===== config.mk =====
export PLATFORM = sky130hd
export DESIGN_NAME = vga_timing_gen
export DESIGN_NICKNAME = d
export VERILOG_FILES = /design/src/rtl/vga_timing_gen.sv
export SDC_FILE = /design/constraint.sdc
export NUM_CORES = 1
export LEC_CHECK = 0
export CAP_MARGIN = 30
export CORE_UTILIZATION = 45
export DETAILED_ROUTE_END_ITERATION = 12
export GPL_ROUTABILITY_DRIVEN = 1
export PLACE_DENSITY_LB_ADDON = 0.3
export SLEW_MARGIN = 20
export SYNTH_ARGS = -nofsm -noshare
export SYNTH_HDL_FRONTEND = slang
export SYNTH_SLANG_ARGS = --single-unit

===== constraint.sdc =====
create_clock -name sys_clk -period 1.8 [get_ports sys_clk]
set_input_delay 0.45 -clock sys_clk [delete_from_list [all_inputs] [get_ports sys_clk]]
set_output_delay 0.45 -clock sys_clk [all_outputs]
set_load 0.005 [all_outputs]

===== src/rtl/vga_timing_gen.sv =====
// Parametrised VGA/SVGA raster timing generator: prescaled pixel strobe, h/v position
// counters and registered sync/blank outputs with an optional pix_ce-clocked delay line.
module vga_timing_gen #(
  parameter int unsigned H_ACTIVE   = 640,
  parameter int unsigned H_FP       = 16,
  parameter int unsigned H_SYNC     = 96,
  parameter int unsigned H_BP       = 48,
  parameter int unsigned V_ACTIVE   = 480,
  parameter int unsigned V_FP       = 10,
  parameter int unsigned V_SYNC     = 2,
  parameter int unsigned V_BP       = 33,
  parameter bit          HS_POL     = 1'b0,
  parameter bit          VS_POL     = 1'b0,
  parameter int unsigned CLK_DIV    = 2,
  parameter int unsigned SYNC_DELAY = 0,
  parameter int unsigned CW         = 10
) (
  input  logic          sys_clk,
  input  logic          reset,
  input  logic          enable,
  output logic          pix_ce,
  output logic [CW-1:0] x_pos,
  output logic [CW-1:0] y_pos,
  output logic          nblank,
  output logic          vga_blank_z,
  output logic          vga_comp_synch,
  output logic          hsync,
  output logic          vsync,
  output logic          EndLine,
  output logic          EndFrame
);

  localparam int unsigned HTotal = H_ACTIVE + H_FP + H_SYNC + H_BP;
  localparam int unsigned VTotal = V_ACTIVE + V_FP + V_SYNC + V_BP;
  localparam int unsigned DW     = (CLK_DIV > 1) ? $clog2(CLK_DIV) : 1;
  localparam int unsigned PW     = 3 * (SYNC_DELAY + 1);

  if ((((HTotal - 1) >> CW) != 0) || (((VTotal - 1) >> CW) != 0)) begin : g_cw_check
    $error("vga_timing_gen: CW too small for H_TOTAL-1 / V_TOTAL-1");
  end
  if (CLK_DIV < 1) begin : g_div_check
    $error("vga_timing_gen: CLK_DIV must be >= 1");
  end
  if ((H_SYNC == 0) || (V_SYNC == 0)) begin : g_sync_check
    $error("vga_timing_gen: sync widths must be non-zero");
  end
  if (SYNC_DELAY > 7) begin : g_dly_check
    $error("vga_timing_gen: SYNC_DELAY must be 0..7");
  end

  localparam logic [DW-1:0] DivLast = DW'(CLK_DIV - 1);
  localparam logic [CW-1:0] HLast   = CW'(HTotal - 1);
  localparam logic [CW-1:0] VLast   = CW'(VTotal - 1);
  localparam logic [CW-1:0] HActEnd = CW'(H_ACTIVE);
  localparam logic [CW-1:0] VActEnd = CW'(V_ACTIVE);
  localparam logic [CW-1:0] HsFirst = CW'(H_ACTIVE + H_FP);
  localparam logic [CW-1:0] HsLast  = CW'(H_ACTIVE + H_FP + H_SYNC - 1);
  localparam logic [CW-1:0] VsFirst = CW'(V_ACTIVE + V_FP);
  localparam logic [CW-1:0] VsLast  = CW'(V_ACTIVE + V_FP + V_SYNC - 1);

  // Delay-line stage layout: {hsync level, vsync level, nblank}.
  localparam logic [2:0] Inactive = {~HS_POL, ~VS_POL, 1'b0};

  logic [DW-1:0] div_q;
  logic [CW-1:0] h_q, h_d;
  logic [CW-1:0] v_q, v_d;
  logic [PW-1:0] pipe_q, pipe_d;
  logic [2:0]    stage_in;
  logic          end_line;

  // Reset gates the strobe so pix_ce/EndLine/EndFrame drop immediately with reset.
  always_comb begin
    pix_ce   = reset & enable & (div_q == DivLast);
    end_line = pix_ce & (h_q == HLast);
    EndLine  = end_line;
    EndFrame = end_line & (v_q == VLast);
  end

  always_comb begin
    h_d = h_q;
    v_d = v_q;
    if (pix_ce) begin
      if (h_q == HLast) begin
        h_d = '0;
        v_d = (v_q == VLast) ? '0 : v_q + 1'b1;
      end else begin
        h_d = h_q + 1'b1;
      end
    end
  end

  // Sync/blank for the position being entered, so stage 0 always matches x_pos/y_pos.
  always_comb begin
    stage_in[2] = ((h_d >= HsFirst) && (h_d <= HsLast)) ? HS_POL : ~HS_POL;
    stage_in[1] = ((v_d >= VsFirst) && (v_d <= VsLast)) ? VS_POL : ~VS_POL;
    stage_in[0] = (h_d < HActEnd) && (v_d < VActEnd);
  end

  // Newest stage in the low bits; the output taps the oldest.
  if (SYNC_DELAY == 0) begin : g_no_dly
    assign pipe_d = stage_in;
  end else begin : g_dly
    assign pipe_d = {pipe_q[3*SYNC_DELAY-1:0], stage_in};
  end

  always_ff @(posedge sys_clk or negedge reset) begin
    if (!reset) begin
      div_q  <= '0;
      h_q    <= '0;
      v_q    <= '0;
      pipe_q <= {(SYNC_DELAY + 1){Inactive}};
    end else if (enable) begin
      div_q <= (div_q == DivLast) ? '0 : div_q + 1'b1;
      h_q   <= h_d;
      v_q   <= v_d;
      if (pix_ce) begin
        pipe_q <= pipe_d;
      end
    end
  end

  assign x_pos          = h_q;
  assign y_pos          = v_q;
  assign hsync          = pipe_q[3*SYNC_DELAY+2];
  assign vsync          = pipe_q[3*SYNC_DELAY+1];
  assign nblank         = pipe_q[3*SYNC_DELAY];
  assign vga_blank_z    = pipe_q[3*SYNC_DELAY];
  assign vga_comp_synch = 1'b1;

endmodule


==> flow_summary.json, run 1 <==
{
  "grt-ovfl-total": 0,
  "clkLatencyLatePin_ns": 0.34,
  "yosys.area_share.simple_pct": 28.5,
  "cts_max_level": 1,
  "fp.dieH_um": 58.5,
  "dpl.hpwl_um": 3150,
  "detail_route.wl_per_cell_um": 19.7,
  "syn_inst": 153,
  "rsz0062_at_grt": "yes",
  "setup_slack_ns": -0.240,
  "dp.cells": 272,
  "grtUsageMet3_pct": 4.84,
  "wl_um": 6020,
  "required_ns": 1.35,
  "grt_max_degree": 26,
  "ir_worst_vdd_uv": 599,
  "synthArstFlopShare_pct": 100,
  "r2r_cells": 7,
  "synth_edf_count": 0,
  "maxCapViolations": 0,
  "fin_cells": 306,
  "grt_pass1_wl_um": 7680,
  "fin_crit_sh_pct": 113,
  "critPathLaunchType": "flip-flop",
  "synth.area.mux_share_pct": 1.48,
  "coreArea_mm2": 0.00305,
  "cp.arrival_ns": 1.59,
  "drive_above_1_share_pct": 49.2,
  "gr-usage-met1_pct": 39.7,
  "relSlewSlack_pct": 63.3,
  "ys_types": 46,
  "grt.met2_usage_pct": 50.2,
  "cts.clk_slew.worst_paths_ns": 0.16,
  "grt_use_total_pct": 30.4,
  "post-route-drc-count": 0,
  "synth_top_family_by_area": "simple AND/OR/NAND/NOR gates",
  "status": "finished, violations left",
  "diodes": 0,
  "die-area_mm2": 0.00342,
  "synthTopCellsByCount": "dfrtp_1, nand2_1, nand3_1",
  "synth_top_area_cell": "dfrtp_1",
  "drtIter0Drc": 114,
  "routabilityCongestion": 0.908,
  "skew_ns": 0.0126,
  "rows": 20,
  "ys_seq_area_share_pct": 41.9,
  "synth_fp_nets": 159,
  "antenna_found_initial": 0,
  "finalNetCount": 269,
  "dr.pass1.iters": 5,
  "placed_area_mm2": 0.00216,
  "fp.dieW_um": 58.5,
  "ctsHoldBuffers": 0,
  "via_per_inst": 5.79,
  "tightest_slew_ns": 0.543,
  "syn2layout_area_growth_pct": 87.6,
  "path_class": "flip-flop to output port",
  "fmax_ghz": 0.490,
  "fillCellCount": 138,
  "synth_xor_area_share_pct": 7.22,
  "ios": 31,
  "grt_pass1_vias": 1641,
  "hold_ws_ns": 0.281,
  "synthFlopType": "dfrtp_1",
  "yosys-top-cells-area": "dfrtp_1, nand2_1, nand3_1, dfstp_2, xnor2_1",
  "worstSetupEndpointType": "output port",
  "ant_nets": 0,
  "pwr_density_cell_mw_per_mm2": 556,
  "synth_area_mm2": 0.00144,
  "synthAdderAreaFrac_pct": 2.61,
  "design_area_mm2": 0.00270,
  "violations": "setup timing",
  "regToRegSetupSlack_ns": -0.20,
  "setup_violations": 7,
  "synth_compound_area_share_pct": 13.8,
  "io_buffers": 29,
  "via_count": 1773,
  "root_buffer": "clkbuf_4",
  "yosysWarningCount": 0,
  "maxSlewViolCount": 0,
  "cts_buffer_depth": 2,
  "place_ws_ns": -0.675,
  "worst_hold_path_type": "input pin to async pin",
  "cp_max_fo": 2,
  "synth_top_area_share_pct": 38.3,
  "synth.most_common_cell": "dfrtp_1",
  "finalHoldViolations": 0,
  "clkSinkCount": 24,
  "tritoncts": "yes",
  "yosys_register_bits": 24,
  "period_minus_slack_ns": 2.04,
  "start_util_pct": 47.1,
  "syn_avg_cell_area_um2": 9.40,
  "grt.busiest_layer": "met2",
  "p_leak_uw": 0.00139,
  "numCtsBuffers": 3
}
stage by stage:
| stage | util (%) | setup TNS, ns | total power [µW] |
|---|---|---|---|
| floorplan | - | -0.103 | 792 |
| global placement | 70.9 | -7.31 | 1030 |
| detailed placement | 70.9 | -7.86 | 1050 |
| CTS | 80.2 | -1.06 | 1430 |
| global route | 88.4 | -1.24 | 1550 |
| finish | 88.4 | -0.888 | 1500 |
final timing paths:
check,start,to
min reg2reg,pipe_q[0],pipe_q[0]
min in group sys_clk,pipe_q[0],pipe_q[0]
max reg2reg,y_pos[8],pipe_q[0]
max in group asynchronous,reset,pipe_q[2]
min,reset,y_pos[5]
max,y_pos[8],EndFrame
power by group:
group | leakage, µW | switching, µW | internal (µW)
clock network | 0.0000210 | 193 | 124
logic | 0.00107 | 269 | 271
registers | 0.000299 | 48.2 | 593
total | 0.00139 | 510 | 989
logic make-up (layout without fill, tap and decap cells):
logic type | count (synthesis) | count (layout)
buffers and inverters | 11 | 120
and+or+nand+nor | 70 | 70
other | 1 | 1
adders and majority gates | 3 | 3
DFF | 24 | 24
xor gates and xnor gates | 11 | 11
muxes | 2 | 2
AOI/OAI and AO/OA | 31 | 31
critical path, stage by stage, from the launching register on:
cell and delay [ns]:
dfrtp_1 0.43, nor4_2 0.31, nand4_1 0.24, nor2_4 0.15, buf_2 0.11
registers in the layout, summed over array words and instances, names as in the netlist:
| name | flops |
|---|---|
| x_pos | 10 |
| div_q | 1 |
| y_pos | 10 |
| pipe_q | 3 |
final cells by class:
class | instances | area, µm² | share of cell area, %
Clock buffer | 4 | 36.3 | 1.35
Inverter | 8 | 32.5 | 1.21
Multi-Input combinational cell | 118 | 1000 | 37.2
Sequential cell | 24 | 604 | 22.4
Tap cell | 44 | 55.1 | 2.04
Timing Repair Buffer | 108 | 967 | 35.9
layer usage:
layer,routed length (µm),up-vias,part of all wire (%)
met2,2880,99,48
met3,395,29,6.6
met5,0,-,0
met4,277,0,4.6
li1,-,780,-
met1,2470,865,41
cells in the final DEF, fill, tap and decap left out, types with 2 or more instances in the layout:
cell type,count
a21oi_1,7
a21oi_4,2
a31oi_1,2
and3_4,2
and4_1,2
buf_4,63
buf_6,15
clkbuf_4,3
clkdlybuf4s50_1,3
dfrtp_1,21
dfstp_2,2
dlygate4sd2_1,11
dlymetal6s2s_1,11
ha_1,2
inv_1,6
nand2_1,20
nand2b_1,2
nand3_1,7
nand3_2,2
nand3_4,3
nand4_1,5
nor2_1,6
nor2_4,2
nor4_2,2
o211ai_1,2
o21ai_0,7
xnor2_1,4
xnor2_4,2
xor2_1,4
what timing repair did:
action,CTS,global route
setup endpoints to repair,26,22
pin swaps,14,17
buffers inserted,18,16
gates resized for setup,54,34
No activity file was read; power rests on OpenSTA's default activity.
==> inputs of run 2 (changes only) <==
SETUP_SLACK_MARGIN = 0.3   (was default)
==> flow_summary.json, run 2 (same netlist as run 1, synthesis figures left out) <==
{
  "status": "finished, violations left",
  "violations": "setup timing",
  "cp_max_fo": 6,
  "worst_hold_path_type": "input pin to async pin",
  "maxSlewViolCount": 0,
  "place_ws_ns": -0.654,
  "drtIter0Drc": 203,
  "fp.dieH_um": 58.5,
  "setup_violations": 10,
  "syn2layout_area_growth_pct": 100,
  "coreArea_mm2": 0.00305,
  "p_comb_share_pct": 43.1,
  "fin_cells": 317,
  "mostFrequentLayoutCell": "buf_6",
  "grt_max_degree": 20,
  "grt-ovfl-total": 0,
  "pwr_density_cell_mw_per_mm2": 600,
  "hold_ws_ns": 0.100,
  "cts_buffer_depth": 2,
  "regArea_um2": 604,
  "p_int_uw": 1120,
  "r2r-end": "pipe_q[1]",
  "maxCapViolations": 0,
  "grt_pass1_vias": 1883,
  "fp.dieW_um": 58.5,
  "die-area_mm2": 0.00342,
  "routabilityCongestion": 0.932,
  "diodes": 0,
  "final_util_pct": 94.2,
  "skew_ns": 0.00972,
  "cts.clk_slew.worst_paths_ns": 0.16,
  "critPathLaunch": "y_pos[8]",
  "period_minus_slack_ns": 2.21,
  "root_buffer": "clkbuf_4",
  "power_frac_clock_pct": 18.8,
  "ir_worst_vdd_uv": 793,
  "clkLatencyLatePin_ns": 0.35,
  "via_per_inst": 6.24,
  "ios": 31,
  "r2r_cells": 7,
  "clkSinkCount": 24,
  "wl_um": 7800,
  "via_count": 1977,
  "regToRegSetupSlack_ns": -0.41,
  "critPathLaunchType": "flip-flop",
  "fin_crit_sh_pct": 123,
  "start_util_pct": 47.1,
  "rows": 20,
  "post-route-drc-count": 0,
  "multi_input_area_mm2": 0.00108,
  "dp.cells": 269,
  "rsz0062_at_grt": "yes",
  "final_cell_mix": "buf_6, buf_4, dfrtp_1, nand2_1, buf_2",
  "swShare_pct": 35.0,
  "tightest_slew_ns": 0.529,
  "io_buffers": 29,
  "r2r-start": "y_pos[8]",
  "numCtsBuffers": 3,
  "fmax_ghz": 0.452,
  "grt_use_total_pct": 35.8,
  "setup_slack_ns": -0.411,
  "worstSetupEndpointType": "flip-flop",
  "p_leak_uw": 0.00142,
  "dpl.hpwl_um": 3250,
  "drive_above_1_share_pct": 64.8,
  "seqPwrFrac_pct": 38.1,
  "path_class": "flip-flop to flip-flop",
  "grt_pass1_wl_um": 9090,
  "cp.arrival_ns": 2.46,
  "fillCellCount": 96,
  "relSlewSlack_pct": 64.3,
  "dr.pass1.iters": 7,
  "antenna_found_initial": 0,
  "ant_nets": 0,
  "detail_route.wl_per_cell_um": 24.6,
  "cts_max_level": 1,
  "tritoncts": "yes",
  "p_sw_uw": 605,
  "required_ns": 2.05,
  "finalHoldViolations": 0,
  "finalNetCount": 280
}
==> run 2: worst max path at each step <==
stage                           end  depth (start not counted)
final                     pipe_q[1]                          7
after global placement     EndFrame                          5
after floorplan           pipe_q[2]                          7
after CTS                  EndFrame                          6
after global routing      pipe_q[0]                          8
after detailed placement   EndFrame                          5
==> run 2: metal layers <==
layer | up-vias | share of wire, % | GRT usage [%]
met2 | 196 | 47 | 59.4
li1 | 799 | - | -
met3 | 51 | 12 | 5.49
met5 | - | 0 | 0
met4 | 0 | 4.9 | 17.0
met1 | 931 | 37 | 45.8
==> run 2: metrics by stage <==
step                      total power, µW  area [µm²]  TNS, ns
after floorplan                       792        1490   -0.141
after global placement               1030        2150    -6.07
after detailed placement             1060        2150    -6.90
after CTS                            1510        2620   -0.853
after global routing                 1770        2880    -2.26
final                                1730        2880    -1.87
==> run 2: critical path, stage by stage (launching register included) <==
cell and delay (ns):
dfrtp_1 0.46, nor4_4 0.34, nand4_1 0.26, buf_4 0.25, a21oi_2 0.16, o21ai_0 0.17, nor3b_4 0.27, a41oi_1 0.20
==> run 2: what timing repair did <==
action | 4_1_cts | 5_1_grt
pin swaps | 19 | 14
hold buffers | 0 | 0
endpoints found under the setup margin | 45 | 36
resized for setup | 165 | 48
buffers inserted | 33 | 11
==> run 2: power by group through the flow <==
stage                     Clock [µW]  Combinational, µW  Sequential, µW
after floorplan                    0                114             678
after global placement             0                385             643
after detailed placement           0                411             649
after CTS                        307                568             638
after global routing             340                766             660
final                            324                744             658
==> run 2: layout make-up <==
type,count,share of cell area (%)
Inverter,8,1.13
Timing Repair Buffer,119,37.3
Tap cell,44,1.91
Multi-Input combinational cell,118,37.4
Clock buffer,4,1.26
Sequential cell,24,21.0
==> inputs of run 3 (changes only) <==
CAP_MARGIN = default   (was 30)
CORE_UTILIZATION = 47   (was 45)
CTS_BUF_LIST = sky130_fd_sc_hd__clkbuf_4   (was default)
==> flow_summary.json, run 3 <==
{
  "synth_top_area_cell": "dfrtp_1",
  "grt_worst_setup_endpoint": "pipe_q[0]$_DFFE_PN0P_/D",
  "yosys_register_bits": 24,
  "synthFlopType": "dfrtp_1",
  "synthArstFlopShare_pct": 100,
  "numCtsBuffers": 3,
  "firstError": "[ERROR DPL-0038] Utilization greater than 100%, impossible to legalize",
  "place_ws_ns": -0.605,
  "syn_avg_cell_area_um2": 9.40,
  "dpl.hpwl_um": 3260,
  "ctsHoldBuffers": 0,
  "ios": 31,
  "ys_types": 46,
  "fp.dieH_um": 57.3,
  "syn_inst": 153,
  "rows": 19,
  "synth_area_mm2": 0.00144,
  "yosys-top-cells-area": "dfrtp_1, nand2_1, nand3_1, dfstp_2, xnor2_1",
  "grt_max_degree": 15,
  "synthTopCellsByCount": "dfrtp_1, nand2_1, nand3_1",
  "cts_buffer_depth": 2,
  "yosysWarningCount": 0,
  "synth.most_common_cell": "dfrtp_1",
  "root_buffer": "clkbuf_4",
  "failing_step": "global routing",
  "start_util_pct": 50.8,
  "synth_top_area_share_pct": 38.3,
  "cts_max_level": 1,
  "endpoint_type": "register input",
  "synth_edf_count": 0,
  "synth_fp_nets": 159,
  "fp.dieW_um": 57.3,
  "io_buffers": 29,
  "routabilityCongestion": 0.920,
  "ys_seq_area_share_pct": 41.9,
  "status": "did not finish",
  "clkSinkCount": 24
}
==> run 3: cell counts after synthesis <==
No cell type changed its count.
==> run 3: stage by stage <==
step / utilization, % / cells / setup TNS, ns / hold slack, ns / instance area (µm²)
CTS: 95.4 / 301 / -0.815 / 0.275 / 2700
detailed placement: 76.0 / 258 / -6.64 / 0.509 / 2150
global placement: 76.0 / 258 / -5.75 / 0.504 / 2150
floorplan: - / 153 / -0.141 / 0.154 / 1490
==> run 3: cells by family after synthesis <==
group	count (synthesis)	share of synthesized area, %
fa+ha+maj	3	2.61
xor+xnor	11	7.22
flops	24	41.9
simple gates	70	28.5
other cells	1	0.261
compound gates	31	13.8
buf+inv	11	4.09
mux	2	1.48
==> run 3: what timing repair did <==
| item | in CTS |
|---|---|
| setup endpoints to repair | 46 |
| setup buffers | 39 |
| pin swaps | 17 |
| resized for setup | 182 |
| cloned | 0 |
==> inputs of run 4 (changes only) <==
CORE_UTILIZATION = 38   (was 47)
CTS_BUF_LIST = default   (was sky130_fd_sc_hd__clkbuf_4)
PLACE_DENSITY_LB_ADDON = 0.15   (was 0.3)
SETUP_SLACK_MARGIN = default   (was 0.3)
clock period = 2.3 ns   (was 1.8 ns; I/O delays follow)
==> flow_summary.json, run 4 (same netlist as run 1, synthesis figures left out) <==
{
  "status": "finished, final reports clean",
  "hold_ws_ns": 0.517,
  "start_util_pct": 41.5,
  "wl_um": 3860,
  "skew_ns": 0.00572,
  "numCtsBuffers": 3,
  "fp.dieW_um": 63.5,
  "syn2layout_area_growth_pct": 49.3,
  "pwr_density_cell_mw_per_mm2": 502,
  "mostFrequentLayoutCell": "buf_4",
  "p_leak_uw": 0.000967,
  "via_per_inst": 5.37,
  "grt_pass1_wl_um": 6570,
  "period_minus_slack_ns": 2.05,
  "p_sw_uw": 313,
  "post-route-drc-count": 0,
  "grt_pass1_vias": 1386,
  "clkSinkCount": 24,
  "ir_worst_vdd_uv": 514,
  "maxSlewViolCount": 0,
  "cts.clk_slew.worst_paths_ns": 0.09,
  "die-area_mm2": 0.00403,
  "setup_violations": 0,
  "worst_hold_path_type": "flip-flop to flip-flop",
  "ios": 31,
  "rsz0062_at_grt": "no",
  "cts_buffer_depth": 2,
  "p_comb_share_pct": 27.1,
  "maxCapViolations": 0,
  "p_int_uw": 764,
  "io_buffers": 29,
  "cp.arrival_ns": 1.48,
  "finalHoldViolations": 0,
  "seqPwrFrac_pct": 46.1,
  "cts_max_level": 1,
  "diodes": 0,
  "root_buffer": "clkbuf_8",
  "detail_route.wl_per_cell_um": 14.4,
  "grt_max_degree": 25,
  "grt-ovfl-total": 0,
  "power_frac_clock_pct": 26.8,
  "required_ns": 1.73,
  "path_class": "flip-flop to output port",
  "rows": 21,
  "grt_use_total_pct": 20.9,
  "fin_crit_sh_pct": 89.3,
  "finalNetCount": 228,
  "worstSetupEndpointType": "output port",
  "final_util_pct": 61.9,
  "cp_max_fo": 3,
  "clkLatencyLatePin_ns": 0.27,
  "coreArea_mm2": 0.00347,
  "routabilityCongestion": 0.826,
  "dpl.hpwl_um": 2920,
  "ant_nets": 0,
  "drtIter0Drc": 71,
  "swShare_pct": 29.1,
  "drive_above_1_share_pct": 31.2,
  "fmax_ghz": 0.487,
  "critPathLaunchType": "flip-flop",
  "antenna_found_initial": 0,
  "ctsHoldBuffers": 0,
  "via_count": 1435,
  "fp.dieH_um": 63.5,
  "final_cell_mix": "buf_4, clkdlybuf4s50_1, dfrtp_1, nand2_1, nand3_1",
  "tritoncts": "yes",
  "dr.pass1.iters": 4
}
run 4: area by class of cell:
type / instances / area (µm²)
well taps: 46 / 57.6
inverters: 8 / 32.5
clock buffers: 4 / 55.1
fillers: 308 / 1320
repair buffers: 67 / 572
multi-input cells: 118 / 827
flip-flops and latches: 24 / 603
run 4: timing repair:
action	in CTS	in global routing
setup endpoints to repair	3	4
cloned	0	0
hold endpoints to repair	0	0
resized for setup	13	9
buffers inserted	2	1
pin swaps	2	5
run 4: worst paths after layout:
kind,start,endpoint,slack [ns],cells past startpoint
hold reg to reg,pipe_q[2],pipe_q[2],0.52,2
setup reg to reg,x_pos[0],pipe_q[0],0.26,8
max in group asynchronous,reset,pipe_q[1],1.45,3
hold / removal,pipe_q[2],pipe_q[2],0.52,2
setup / recovery,x_pos[0],EndLine,0.25,5
min in group asynchronous,reset,div_q,0.55,3
run 4: through the flow:
stage	cell area [µm²]	std cells	TNS [ns]	power (µW)	setup WS (ns)
floorplan	1440	153	0	609	0.276
global placement	2020	260	-1.80	776	-0.412
detailed placement	2020	260	-1.79	787	-0.432
CTS	2100	266	-0.0198	1080	-0.0198
global route	2150	267	0	1140	0.156
finish	2150	267	0	1080	0.245
run 4: worst max-delay path: stages (launching register included):
cell	delay, ns
dfrtp_1	0.36
ha_1	0.17
and4_4	0.26
nand4_4	0.14
inv_4	0.08
clkdlybuf4s15_2	0.19
run 4: metal layers:
layer / share of wire (%) / track usage [%] / up-vias
li1: - / - / 694
met4: 0.34 / 4.55 / 0
met1: 47 / 29.7 / 704
met2: 47 / 32.2 / 35
met5: 0 / 0 / -
met3: 5.6 / 4.53 / 2
run 4: power by group through the flow:
| stage | clock, µW | combinational (µW) | sequential, µW |
|---|---|---|---|
| floorplan | 0 | 83.4 | 525 |
| global placement | 0 | 277 | 499 |
| detailed placement | 0 | 286 | 501 |
| CTS | 302 | 286 | 496 |
| global route | 316 | 325 | 503 |
| finish | 288 | 292 | 496 |
